File: config.mk
export PLATFORM = sky130hd
export DESIGN_NAME = front_panel_ctrl
export DESIGN_NICKNAME = d
export VERILOG_FILES = /design/src/rtl/front_panel_ctrl.sv
export SDC_FILE = /design/constraint.sdc
export NUM_CORES = 1
export LEC_CHECK = 0
export ABC_CLOCK_PERIOD_IN_PS = 3000
export BUFFER_PORTS_ARGS = -buffer_cell sky130_fd_sc_hd__buf_2
export CAP_MARGIN = 20
export CORE_ASPECT_RATIO = 0.5
export CORE_UTILIZATION = 65
export DETAILED_ROUTE_END_ITERATION = 10
export PLACE_DENSITY = 0.84
export SLEW_MARGIN = 20
export SYNTH_ARGS = -nofsm -noshare
export SYNTH_HDL_FRONTEND = slang
export SYNTH_SLANG_ARGS = --single-unit
File: constraint.sdc
create_clock -name clock -period 3 [get_ports clock]
set_input_delay 0.3 -clock clock [delete_from_list [all_inputs] [get_ports clock]]
set_output_delay 0.3 -clock clock [all_outputs]
set_load 0.03 [all_outputs]
File: src/rtl/front_panel_ctrl.sv
// PDP-8 front panel: debounced buttons, run/halt tracking,
// display source selector and multiplexed octal display.
`timescale 1ns/1ps
module front_panel_ctrl #(
    parameter int NUM_BTN     = 5,
    parameter int DISP_BTN    = 4,
    parameter int DEB_CYCLES  = 1000000,
    parameter int NUM_SRC     = 4,
    parameter int DATA_W      = 12,
    parameter int NUM_DIGITS  = 8,
    parameter int SCAN_CYCLES = 262144
) (
    input  logic                       clock,
    input  logic                       resetN,
    input  logic [NUM_BTN-1:0]         btn,
    input  logic                       run_sw,
    input  logic                       halt,
    input  logic [DATA_W-1:0]          dispout,
    input  logic                       linkout,
    output logic [NUM_BTN-1:0]         btn_pulse,
    output logic                       run,
    output logic                       run_led,
    output logic [$clog2(NUM_SRC)-1:0] dispsel,
    output logic [NUM_SRC-1:0]         sel_led,
    output logic [NUM_DIGITS-1:0]      an,
    output logic [6:0]                 seg,
    output logic                       dp
);

    // run switch rides along as the top input of the debounce bank
    localparam int NIN  = NUM_BTN + 1;
    localparam int RSW  = NUM_BTN;
    localparam int CW   = $clog2(DEB_CYCLES);
    localparam int SELW = $clog2(NUM_SRC);
    localparam int NDIG = (DATA_W + 2) / 3;
    localparam int PADW = 3 * NDIG;
    localparam int DIGW = (NUM_DIGITS > 1) ? $clog2(NUM_DIGITS) : 1;
    localparam int SCW  = $clog2(SCAN_CYCLES);

    localparam logic [NUM_BTN-1:0] PMASK = ~(NUM_BTN'(1) << DISP_BTN);

    logic [NIN-1:0]  raw;
    logic [NIN-1:0]  meta;
    logic [NIN-1:0]  sync;
    logic [NIN-1:0]  stable;
    logic [NIN-1:0]  stable_d;
    logic [NIN-1:0]  rise;
    logic            run_fall;
    logic [CW-1:0]   cnt [NIN];

    logic [SCW-1:0]        scan_cnt;
    logic [DIGW-1:0]       digit;
    logic [PADW-1:0]       padded;
    logic [NUM_DIGITS-1:0] an_n;
    logic [6:0]            seg_n;
    logic                  dp_n;

    assign raw = {run_sw, btn};

    // two-flop synchronizers on every raw input
    always_ff @(posedge clock or negedge resetN) begin
        if (!resetN) begin
            meta <= '0;
            sync <= '0;
        end else begin
            meta <= raw;
            sync <= meta;
        end
    end

    // counter debouncer: flip level after DEB_CYCLES mismatching samples
    always_ff @(posedge clock or negedge resetN) begin
        if (!resetN) begin
            stable <= '0;
            for (int i = 0; i < NIN; i++) cnt[i] <= '0;
        end else begin
            for (int i = 0; i < NIN; i++) begin
                if (sync[i] == stable[i]) begin
                    cnt[i] <= '0;
                end else if (cnt[i] == CW'(DEB_CYCLES - 1)) begin
                    stable[i] <= ~stable[i];
                    cnt[i]    <= '0;
                end else begin
                    cnt[i] <= cnt[i] + CW'(1);
                end
            end
        end
    end

    assign rise     = stable & ~stable_d;
    assign run_fall = ~stable[RSW] & stable_d[RSW];

    // delayed debounced levels for edge detection
    always_ff @(posedge clock or negedge resetN) begin
        if (!resetN) stable_d <= '0;
        else         stable_d <= stable;
    end

    // press pulses; the display button is consumed locally
    always_ff @(posedge clock or negedge resetN) begin
        if (!resetN) btn_pulse <= '0;
        else         btn_pulse <= rise[NUM_BTN-1:0] & PMASK;
    end

    // display source selector, wraps at NUM_SRC
    always_ff @(posedge clock or negedge resetN) begin
        if (!resetN) begin
            dispsel <= '0;
        end else if (rise[DISP_BTN]) begin
            if (dispsel == SELW'(NUM_SRC - 1)) dispsel <= '0;
            else                               dispsel <= dispsel + SELW'(1);
        end
    end

    assign sel_led = NUM_SRC'(1) << dispsel;

    // run flag: halt and switch release beat a fresh switch edge
    always_ff @(posedge clock or negedge resetN) begin
        if (!resetN)                run <= 1'b0;
        else if (halt || run_fall)  run <= 1'b0;
        else if (rise[RSW])         run <= 1'b1;
    end

    assign run_led = run;

    // scan timer and digit index
    always_ff @(posedge clock or negedge resetN) begin
        if (!resetN) begin
            scan_cnt <= '0;
            digit    <= '0;
        end else if (scan_cnt == SCW'(SCAN_CYCLES - 1)) begin
            scan_cnt <= '0;
            if (digit == DIGW'(NUM_DIGITS - 1)) digit <= '0;
            else                                digit <= digit + DIGW'(1);
        end else begin
            scan_cnt <= scan_cnt + SCW'(1);
        end
    end

    function automatic logic [6:0] oct2seg(input logic [2:0] v);
        logic [6:0] s;
        unique case (v)
            3'd0: s = 7'b1000000;
            3'd1: s = 7'b1111001;
            3'd2: s = 7'b0100100;
            3'd3: s = 7'b0110000;
            3'd4: s = 7'b0011001;
            3'd5: s = 7'b0010010;
            3'd6: s = 7'b0000010;
            3'd7: s = 7'b1111000;
        endcase
        return s;
    endfunction

    assign padded = PADW'(dispout);

    // digit decode: octal value, blank above the data, link on top dp
    always_comb begin
        an_n  = ~(NUM_DIGITS'(1) << digit);
        seg_n = 7'h7F;
        dp_n  = 1'b1;
        for (int k = 0; k < NDIG; k++) begin
            if (digit == DIGW'(k)) begin
                seg_n = oct2seg(padded[3*k +: 3]);
                if (k == NDIG - 1) dp_n = ~linkout;
            end
        end
    end

    // registered display drive
    always_ff @(posedge clock or negedge resetN) begin
        if (!resetN) begin
            an  <= '1;
            seg <= 7'h7F;
            dp  <= 1'b1;
        end else begin
            an  <= an_n;
            seg <= seg_n;
            dp  <= dp_n;
        end
    end

endmodule

==> results.sh, run 1 <==
export IMPL_max_stage_delay_ps=550
export IMPL_syn_area_um2=9260
export IMPL_grt_max_degree=93
export IMPL_synthAdderAreaFrac_pct=4.999
export IMPL_startpoint_type="flip-flop"
export IMPL_drc=0
export IMPL_netlist_top_cells_area="dfrtp_1 46%, ha_1 5.0%, xnor2_1 4.6%, dfstp_2 4.5%, nor2_1 4.0%"
export IMPL_ios=51
export IMPL_slew_viol_final=0
export IMPL_yosys_area_share_simple_pct=22.59
export IMPL_fin_tns_setup_ps=0
export IMPL_worstPathRequired_ps=3300
export IMPL_antenna_found_initial=0
export IMPL_ys_seq_area_share_pct=51.02
export IMPL_die_h_um=86.40
export IMPL_clock_sinks=188
export IMPL_multi_input_area_um2=4267
export IMPL_reg2reg_depth=4
export IMPL_setup_slack_ps=824.3
export IMPL_outcome="finished clean"
export IMPL_h_tree_depth=4
export IMPL_root_buffer="clkbuf_16"
export IMPL_p_leak_uw=0.004444
export IMPL_cts_resized=0
export IMPL_final_hold_viol_count=0
export IMPL_synth_fp_nets=977
export IMPL_fillCellCount=888
export IMPL_yosysTopAreaCell="dfrtp_1"
export IMPL_synth_seq_cells=188
export IMPL_clk_pin_slew_ps=80
export IMPL_fmax_mhz=459.6
export IMPL_synth_top_area_share_pct=46.48
export IMPL_setup_viol=0
export IMPL_synth_compound_area_share_pct=8.526
export IMPL_ir_drop_v=0.0003348
export IMPL_met3_length_um=718
export IMPL_vias=7036
export IMPL_seq_area_um2=4725
export IMPL_drt_pass1_iter_count=5
export IMPL_start_util_pct=67.40
export IMPL_r2r_start="cnt[8]"
export IMPL_hp_start="halt"
export IMPL_cts_path_max_buffers=2
export IMPL_fin_skew_ps=12.50
export IMPL_synthTopCellsByCount="172 x dfrtp_1, 99 x nor2_1, 56 x nand2_1"
export IMPL_drt_iter0_markers=431
export IMPL_wl_met1_um=8449
export IMPL_finalWirelength_um=18570
export IMPL_worstMarginPinSlew_ps=753.0
export IMPL_async_flop_share_pct=100.0
export IMPL_crit_chain="or4b_1, or4_4, o21ai_4, nor2_1"
export IMPL_place_ws_ps=856.1
export IMPL_grt_usage_pct=27.31
export IMPL_cts_buffers=17
export IMPL_period_minus_slack_ps=2176
export IMPL_grt_pass1_vias=6905
export IMPL_cts_setup_buffers=0
export IMPL_min_path_type="in2reg"
export IMPL_endpoint_kind="flip-flop"
export IMPL_io_buffers=49
export IMPL_postSynthAreaPerCell_um2=10.09
export IMPL_slowest_stage="or4_4"
export IMPL_synthFlopType="dfrtp_1"
export IMPL_syn_to_final_growth_pct=12.30
export IMPL_num_antenna_cells=0
export IMPL_pwr_density_cell_nw_per_um2=488.3
export IMPL_synth_edf_count=0
export IMPL_synth_most_common_cell="dfrtp_1"
export IMPL_syn_inst=918
export IMPL_maxCapViolCount=0
export IMPL_synth_top_family_by_area="simple AND/OR/NAND/NOR gates"
export IMPL_synth_xor_area_share_pct=8.134
export IMPL_synth_cell_types=57
export IMPL_drtAntennaViolNets=0
export IMPL_synth_area_mux_share_pct=1.729
export IMPL_finalCoreUtilization_pct=75.69
export IMPL_gp_congestion=0.8817
export IMPL_finalNetCount=1038
export IMPL_core_area_um2=13740
export IMPL_dieArea_um2=14760
export IMPL_die_w_um=170.8
export IMPL_crit_type="reg2reg"
export IMPL_highest_layer="met4"
export IMPL_critPathArrivalTime_ps=2470
export IMPL_wl_met2_um=9147
export IMPL_via_per_inst=5.943
export IMPL_period_share_pct=72.52
export IMPL_drive_above_1_share_pct=13.00
export IMPL_rsz0062_at_grt="no"
export IMPL_clkLatencyLatePin_ps=430
export IMPL_whs_path_depth=2
export IMPL_grt_pass1_wl_um=32010
export IMPL_cts_tree="built"
export IMPL_yosysWarnings=0
export IMPL_grt_overflow_total=0
export IMPL_wl_per_cell_um=15.69
export IMPL_slew_headroom_pct=49.80
export IMPL_rows=30
export IMPL_cp_max_fo=19
export IMPL_crit_start="cnt[8]"
export IMPL_dpl_hpwl_um=11820
[state kept, by name (all words and copies together) (netlist names), 2 cells and up]
signal,flops
an,8
btn_pulse,4
cnt,120
digit,3
dispsel,2
meta,6
scan_cnt,18
seg,7
stable,6
stable_d,6
sync,6
[cell usage in the layout, fill, tap and decap left out, types with 24 or more instances in the layout]
| cell | count |
|---|---|
| inv_1 | 43 |
| nand2_1 | 56 |
| a21oi_1 | 49 |
| nor2_1 | 99 |
| xnor2_1 | 49 |
| o21ai_0 | 41 |
| xor2_1 | 37 |
| nand4_1 | 32 |
| or4_1 | 26 |
| buf_2 | 48 |
| nand3_1 | 52 |
| or3_1 | 24 |
| ha_1 | 37 |
| dfrtp_1 | 172 |
[cell families (layout without fill, tap and decap cells)]
group                    after synthesis  in the layout
AND/OR/NAND/NOR                      392            392
XOR/XNOR                              86             86
other                                  1              1
flip-flops                           188            188
buffers and inverters                 67            141
adder cells (fa/ha/maj)               37             37
AO/OA/AOI/OAI                        132            132
multiplexers                          15             15
[layout make-up]
cell class,instances,area share (%)
sequential,188,45.43
multi-input combinational,663,41.03
clock buffer,18,4.127
timing repair buffer,66,4.103
tap,192,2.310
inverter,43,1.552
clock inverter,14,1.444
[metrics by stage]
stage	std cells	area [um^2]	hold slack, ps	total power (uW)
final	1184	10400	16.86	5078
after global routing	1184	10400	14.67	5257
after CTS	1184	10400	8.309	5111
after detailed placement	1144	9739	335.6	2887
after global placement	1144	9739	332.8	2875
after floorplan	918	9260	4.409	2770
[timing repair]
action,CTS,global route
setup endpoints to repair,0,0
hold buffers,8,0
endpoints found under the hold margin,82,0
[power by group]
part | internal (uW) | switching (uW) | total [uW]
logic | 81.6 | 161 | 243
clock network | 1180 | 1050 | 2230
registers | 2570 | 32.8 | 2610
total | 3840 | 1240 | 5080
[path summary, 6_finish.rpt]
path                                to  slack [ps]
setup / recovery                cnt[3]         820
hold / removal                     run          20
setup reg to reg                cnt[3]         820
hold reg to reg                sync[4]         350
max in group asynchronous        an[2]        1660
min in group asynchronous  stable_d[4]         490
[worst max-delay path: cells and delay by family, from the launching register on]
family	cells	cell delay, ps
AND/OR/NAND/NOR	3	1180
AO/OA/AOI/OAI	1	430
flip-flops	1	430
[routing by layer]
metal  track usage, %  vias up
met5                0        -
met4            7.699        0
met3            5.114       29
met2            46.90      185
met1            35.94     3461
li1                 -     3361
(Power assumes the default switching activity.)
==> run 2, diff against run 1 <==
--- a/config.mk
+++ b/config.mk
@@ -5,13 +5,13 @@
 export SDC_FILE = /design/constraint.sdc
 export NUM_CORES = 1
 export LEC_CHECK = 0
-export ABC_CLOCK_PERIOD_IN_PS = 3000
+export ABC_CLOCK_PERIOD_IN_PS = 2000
 export BUFFER_PORTS_ARGS = -buffer_cell sky130_fd_sc_hd__buf_2
 export CAP_MARGIN = 20
 export CORE_ASPECT_RATIO = 0.5
-export CORE_UTILIZATION = 65
+export CORE_UTILIZATION = 55
 export DETAILED_ROUTE_END_ITERATION = 10
-export PLACE_DENSITY = 0.84
+export PLACE_DENSITY = 0.76
 export SLEW_MARGIN = 20
 export SYNTH_ARGS = -nofsm -noshare
 export SYNTH_HDL_FRONTEND = slang
==> constraint.sdc (replaced) <==
create_clock -name clock -period 2 [get_ports clock]
set_input_delay 0.2 -clock clock [delete_from_list [all_inputs] [get_ports clock]]
set_output_delay 0.2 -clock clock [all_outputs]
set_load 0.03 [all_outputs]
==> run 2 against run 1 <==
Die area is 18% higher. Critical path depth stayed put. Combinational power is 67% higher. First-iteration DRC count is 26% higher. Clock skew is 1.1 ps lower. Clock-buffer cell count is 2 higher. Power is 51% higher. Clock power is 52% higher. Global-route usage is 5.2 points lower. Wire length is 3.9% lower. Hold slack better by 63 ps. Highest routed layer unchanged.
==> results.sh, run 2 (same netlist as run 1, synthesis figures left out) <==
export IMPL_grt_pass1_wl_um=30930
export IMPL_clk_pin_slew_ps=70
export IMPL_via_per_inst=5.543
export IMPL_cts_tree="built"
export IMPL_maxCapViolCount=0
export IMPL_grt_max_degree=56
export IMPL_rr_endpoint="stable[3]"
export IMPL_crit_end="stable[3]"
export IMPL_fillCellCount=1287
export IMPL_fin_cells=1268
export IMPL_clkLatencyLatePin_ps=430
export IMPL_final_hold_viol_count=0
export IMPL_drtAntennaViolNets=0
export IMPL_outcome="finished clean"
export IMPL_cts_buffers=17
export IMPL_core_area_um2=16430
export IMPL_wl_per_cell_um=14.07
export IMPL_p_leak_uw=0.004702
export IMPL_mostFrequentLayoutCells="172 x dfrtp_1, 97 x nor2_1, 56 x nand2_1"
export IMPL_io_buffers=49
export IMPL_fin_tns_setup_ps=0
export IMPL_syn_to_final_growth_pct=17.80
export IMPL_die_w_um=185.5
export IMPL_rsz0062_at_grt="yes"
export IMPL_r2r_start="cnt[50]"
export IMPL_period_minus_slack_ps=1997
export IMPL_finalWirelength_um=17840
export IMPL_dieArea_um2=17390
export IMPL_die_h_um=93.75
export IMPL_ir_drop_v=0.0006255
export IMPL_antenna_found_initial=0
export IMPL_startpoint_type="flip-flop"
export IMPL_min_path_type="in2reg"
export IMPL_drc=0
export IMPL_regMostFlops="cnt"
export IMPL_num_antenna_cells=0
export IMPL_final_common_cell="dfrtp_1"
export IMPL_grt_pass1_vias=7005
export IMPL_reg_top3="cnt (120), scan_cnt (18), an (8)"
export IMPL_reg2reg_depth=4
export IMPL_critPathArrivalTime_ps=2310
export IMPL_drive_above_1_share_pct=18.16
export IMPL_setup_slack_ps=2.827
export IMPL_cp_max_fo=2
export IMPL_finalNetCount=1087
export IMPL_rows=33
export IMPL_grt_usage_pct=22.13
export IMPL_dp_cells=1218
export IMPL_gp_congestion=0.8721
export IMPL_setup_viol=0
export IMPL_largest_reg_flops=120
export IMPL_place_ws_ps=-68.54
export IMPL_h_tree_depth=4
export IMPL_crit_type="reg2reg"
export IMPL_fmax_mhz=500.7
export IMPL_dpl_hpwl_um=12100
export IMPL_start_util_pct=56.35
export IMPL_grt_overflow_total=0
export IMPL_fin_skew_ps=11.37
export IMPL_ios=51
export IMPL_clock_sinks=188
export IMPL_period_share_pct=99.86
export IMPL_slew_viol_final=0
export IMPL_cts_path_max_buffers=2
export IMPL_vias=7029
export IMPL_drt_pass1_iter_count=4
export IMPL_r2r_slack_ps=3
export IMPL_endpoint_kind="flip-flop"
export IMPL_drt_iter0_markers=541
export IMPL_worstPathRequired_ps=2310
export IMPL_crit_start="cnt[50]"
export IMPL_pwr_density_cell_nw_per_um2=704.7
export IMPL_root_buffer="clkbuf_16"
[run 2: power by group]
part	internal, uW	total [uW]	switching (uW)	leakage, uW
clock	1830	3380	1550	0.000279
sequential	3860	3900	41.9	0.00251
combinational	157	406	249	0.00191
total	5840	7690	1840	0.00470
[run 2: metrics by stage]
step | power, uW | util, % | instance area, um^2 | hold WS (ps)
2_1_floorplan | 4155 | - | 9260 | -95.59
3_3_place_gp | 4346 | 61.54 | 10110 | 186.9
3_5_place_dp | 4359 | 61.54 | 10110 | 188.1
4_1_cts | 7756 | 65.84 | 10820 | 54.87
5_1_grt | 7971 | 66.38 | 10910 | 106.8
6_report | 7686 | 66.38 | 10910 | 80.04
[run 2: worst min-delay path by stage]
stage	startpoint	to	depth (start not counted)
floorplan	resetN	btn_pulse[0]	0
global placement	resetN	cnt[19]	1
detailed placement	resetN	stable[5]	1
CTS	dispout[11]	seg[1]	3
global route	dispout[11]	seg[1]	3
finish	dispout[11]	seg[1]	3
[run 2: what timing repair did]
action,in CTS,in global routing
endpoints found under the setup margin,17,43
pin swaps,3,5
gates resized for setup,7,8
endpoints found under the hold margin,55,0
buffers inserted,1,8
hold buffers,9,0
[run 2: worst max-delay path: stages (launching register included)]
cell and delay [ps]:
dfrtp_1 380, or4_1 530, or4_4 550, nor2_2 100, mux2_2 330
[run 2: final cells by class]
cell class | count | area [um^2] | share of cell area, %
clock buffer | 20 | 456.7 | 4.187
clock inverter | 12 | 127.6 | 1.170
inverter | 43 | 161.4 | 1.480
multi-input combinational | 663 | 4315 | 39.56
sequential | 188 | 4725 | 43.31
tap | 227 | 284.0 | 2.604
timing repair buffer | 115 | 838.3 | 7.685
[run 2: layer usage]
layer  vias to the layer above  GRT usage [%]  wire length, um
li1                       3453              -                -
met5                         -              0                0
met2                        99          39.14             8826
met3                        18          5.426              498
met1                      3459          27.14             8358
met4                         0          5.785              159
==> run 3, diff against run 2 <==
--- a/config.mk
+++ b/config.mk
@@ -5,13 +5,14 @@
 export SDC_FILE = /design/constraint.sdc
 export NUM_CORES = 1
 export LEC_CHECK = 0
-export ABC_CLOCK_PERIOD_IN_PS = 2000
+export ABC_CLOCK_PERIOD_IN_PS = 2300
 export BUFFER_PORTS_ARGS = -buffer_cell sky130_fd_sc_hd__buf_2
 export CAP_MARGIN = 20
 export CORE_ASPECT_RATIO = 0.5
-export CORE_UTILIZATION = 55
+export CORE_MARGIN = 2
+export CORE_UTILIZATION = 65
 export DETAILED_ROUTE_END_ITERATION = 10
-export PLACE_DENSITY = 0.76
+export PLACE_DENSITY = 0.84
 export SLEW_MARGIN = 20
 export SYNTH_ARGS = -nofsm -noshare
 export SYNTH_HDL_FRONTEND = slang
==> constraint.sdc (replaced) <==
create_clock -name clock -period 2.3 [get_ports clock]
set_input_delay 0.23 -clock clock [delete_from_list [all_inputs] [get_ports clock]]
set_output_delay 0.23 -clock clock [all_outputs]
set_load 0.03 [all_outputs]
==> run 3 against run 2 <==
Sequential power fell by 13%. First-iteration DRC count down 3.3%. Highest routed layer unchanged. Die area decreased by 12%. Wire length is 3.7% higher. Non-clock buffer count down 40. Power fell by 12%.
==> results.sh, run 3 (same netlist as run 1, synthesis figures left out) <==
export IMPL_holdWs_ps=90.93
export IMPL_grt_usage_pct=26.10
export IMPL_cts_resized=0
export IMPL_pwr_density_cell_nw_per_um2=642.1
export IMPL_grt_pass1_wl_um=32210
export IMPL_grtUsageMet2_pct=45.60
export IMPL_num_antenna_cells=0
export IMPL_fin_skew_ps=8.200
export IMPL_clock_sinks=188
export IMPL_met1_usage_pct=33.01
export IMPL_fillCellCount=871
export IMPL_setup_slack_ps=139.2
export IMPL_wl_per_cell_um=15.51
export IMPL_clkLatencyLatePin_ps=430
export IMPL_drt_pass1_iter_count=4
export IMPL_slew_viol_final=0
export IMPL_crit_chain="ha_1, nand2_1, or4_1, or4_1, a21oi_1"
export IMPL_rows=30
export IMPL_r2r_start="cnt[20]"
export IMPL_rsz0062_at_grt="no"
export IMPL_root_buffer="clkbuf_16"
export IMPL_r2r_slack_ps=140
export IMPL_cts_tree="built"
export IMPL_place_ws_ps=200.7
export IMPL_io_buffers=49
export IMPL_largest_reg_flops=120
export IMPL_period_minus_slack_ps=2161
export IMPL_grt_overflow_total=0
export IMPL_clk_pin_slew_ps=70
export IMPL_finalWirelength_um=18500
export IMPL_gp_congestion=0.8542
export IMPL_fin_cells=1193
export IMPL_antenna_found_initial=0
export IMPL_die_w_um=172.8
export IMPL_drive_above_1_share_pct=13.79
export IMPL_dieArea_um2=15280
export IMPL_period_share_pct=93.95
export IMPL_slew_headroom_pct=62.65
export IMPL_fin_tns_setup_ps=0
export IMPL_grt_max_degree=70
export IMPL_min_to="seg[1]"
export IMPL_mostFrequentLayoutCells="172 x dfrtp_1, 99 x nor2_1, 56 x nand2_1"
export IMPL_cts_path_max_buffers=2
export IMPL_setup_viol=0
export IMPL_multi_input_area_um2=4267
export IMPL_die_h_um=88.40
export IMPL_crit_type="reg2reg"
export IMPL_max_stage_delay_ps=640
export IMPL_start_util_pct=67.40
export IMPL_min_path_type="in2reg"
export IMPL_critPathMostFrequentCell="or4_1"
export IMPL_whs_path_depth=3
export IMPL_worstMarginPinSlew_ps=560.3
export IMPL_slowest_stage="or4_1"
export IMPL_final_common_cell="dfrtp_1"
export IMPL_reg_top3="cnt (120), scan_cnt (18), an (8)"
export IMPL_grt_busiest_layer="met2"
export IMPL_syn_to_final_growth_pct=13.48
export IMPL_reg2reg_depth=5
export IMPL_outcome="finished clean"
export IMPL_maxCapViolCount=0
export IMPL_ir_drop_v=0.0005338
export IMPL_final_hold_viol_count=0
export IMPL_h_tree_depth=4
export IMPL_critical_path_top_delay_family="simple AND/OR/NAND/NOR gates"
export IMPL_dp_cells=1152
export IMPL_endpoint_kind="flip-flop"
export IMPL_worstPathRequired_ps=2660
export IMPL_dpl_hpwl_um=12320
export IMPL_cts_buffers=17
export IMPL_met3_usage_pct=5.756
export IMPL_vias=7033
export IMPL_drt_iter0_markers=523
export IMPL_core_area_um2=13740
export IMPL_hp_start="dispout[11]"
export IMPL_drc=0
export IMPL_cp_max_fo=8
export IMPL_via_per_inst=5.895
export IMPL_critPathArrivalTime_ps=2520
export IMPL_holdBufCountCts=9
export IMPL_drtAntennaViolNets=0
export IMPL_startpoint_type="flip-flop"
export IMPL_worst_path_buf_inv=0
export IMPL_grt_pass1_vias=6925
export IMPL_fmax_mhz=462.8
export IMPL_finalNetCount=1047
export IMPL_cts_setup_buffers=0
export IMPL_p_leak_uw=0.004501
export IMPL_ios=51
export IMPL_rr_endpoint="cnt[38]"
export IMPL_regMostFlops="cnt"
export IMPL_seq_area_um2=4725
==> run 3: cell count changes in the layout (fill, tap and decap cells not counted), sizes merged <==
cell,delta
clkbuf,-1
clkinv,+2
clkinvlp,-2
buf,-40
bufinv,+1
==> run 3: area by class of cell <==
| class | count | area share (%) |
|---|---|---|
| sequential | 188 | 44.96 |
| multi-input combinational | 663 | 40.60 |
| timing repair buffer | 75 | 4.846 |
| clock buffer | 19 | 4.310 |
| tap | 192 | 2.286 |
| inverter | 43 | 1.536 |
| clock inverter | 13 | 1.464 |
==> run 3: layer usage <==
layer	share of wire, %	routed length, um
met5	0	0
met4	1.7	321
met3	4.2	772
met2	49	9010
met1	45	8399
==> run 3: per-stage QoR <==
step	utilization, %	instance area [um^2]	power, uW
after floorplan	-	9260	3613
after global placement	71.42	9812	3759
after detailed placement	71.42	9812	3776
after CTS	76.49	10510	6808
after global routing	76.49	10510	6990
final	76.49	10510	6748
==> run 3: worst reg2reg max path, stage by stage (launching register included) <==
cell     delay [ps]
dfrtp_1         430
ha_1            270
nand2_1         100
or4_1           640
or4_1           500
a21oi_1         150
==> run 3: report_power, final <==
part	switching, uW	total (uW)	internal (uW)
logic	209	325	116
registers	41.9	3400	3360
clock network	1330	3020	1690
total	1580	6750	5160
==> run 3: how the worst max path moves through the flow <==
stage                       start  endpoint  slack, ps  depth (start not counted)
after detailed placement  cnt[20]   cnt[38]        200                          5
final                     cnt[20]   cnt[38]        140                          5
after CTS                 cnt[50]   cnt[47]        170                          5
after global placement    cnt[20]   cnt[38]        270                          5
after global routing      cnt[20]   cnt[38]          1                          5
after floorplan           cnt[40]   cnt[58]        320                          6
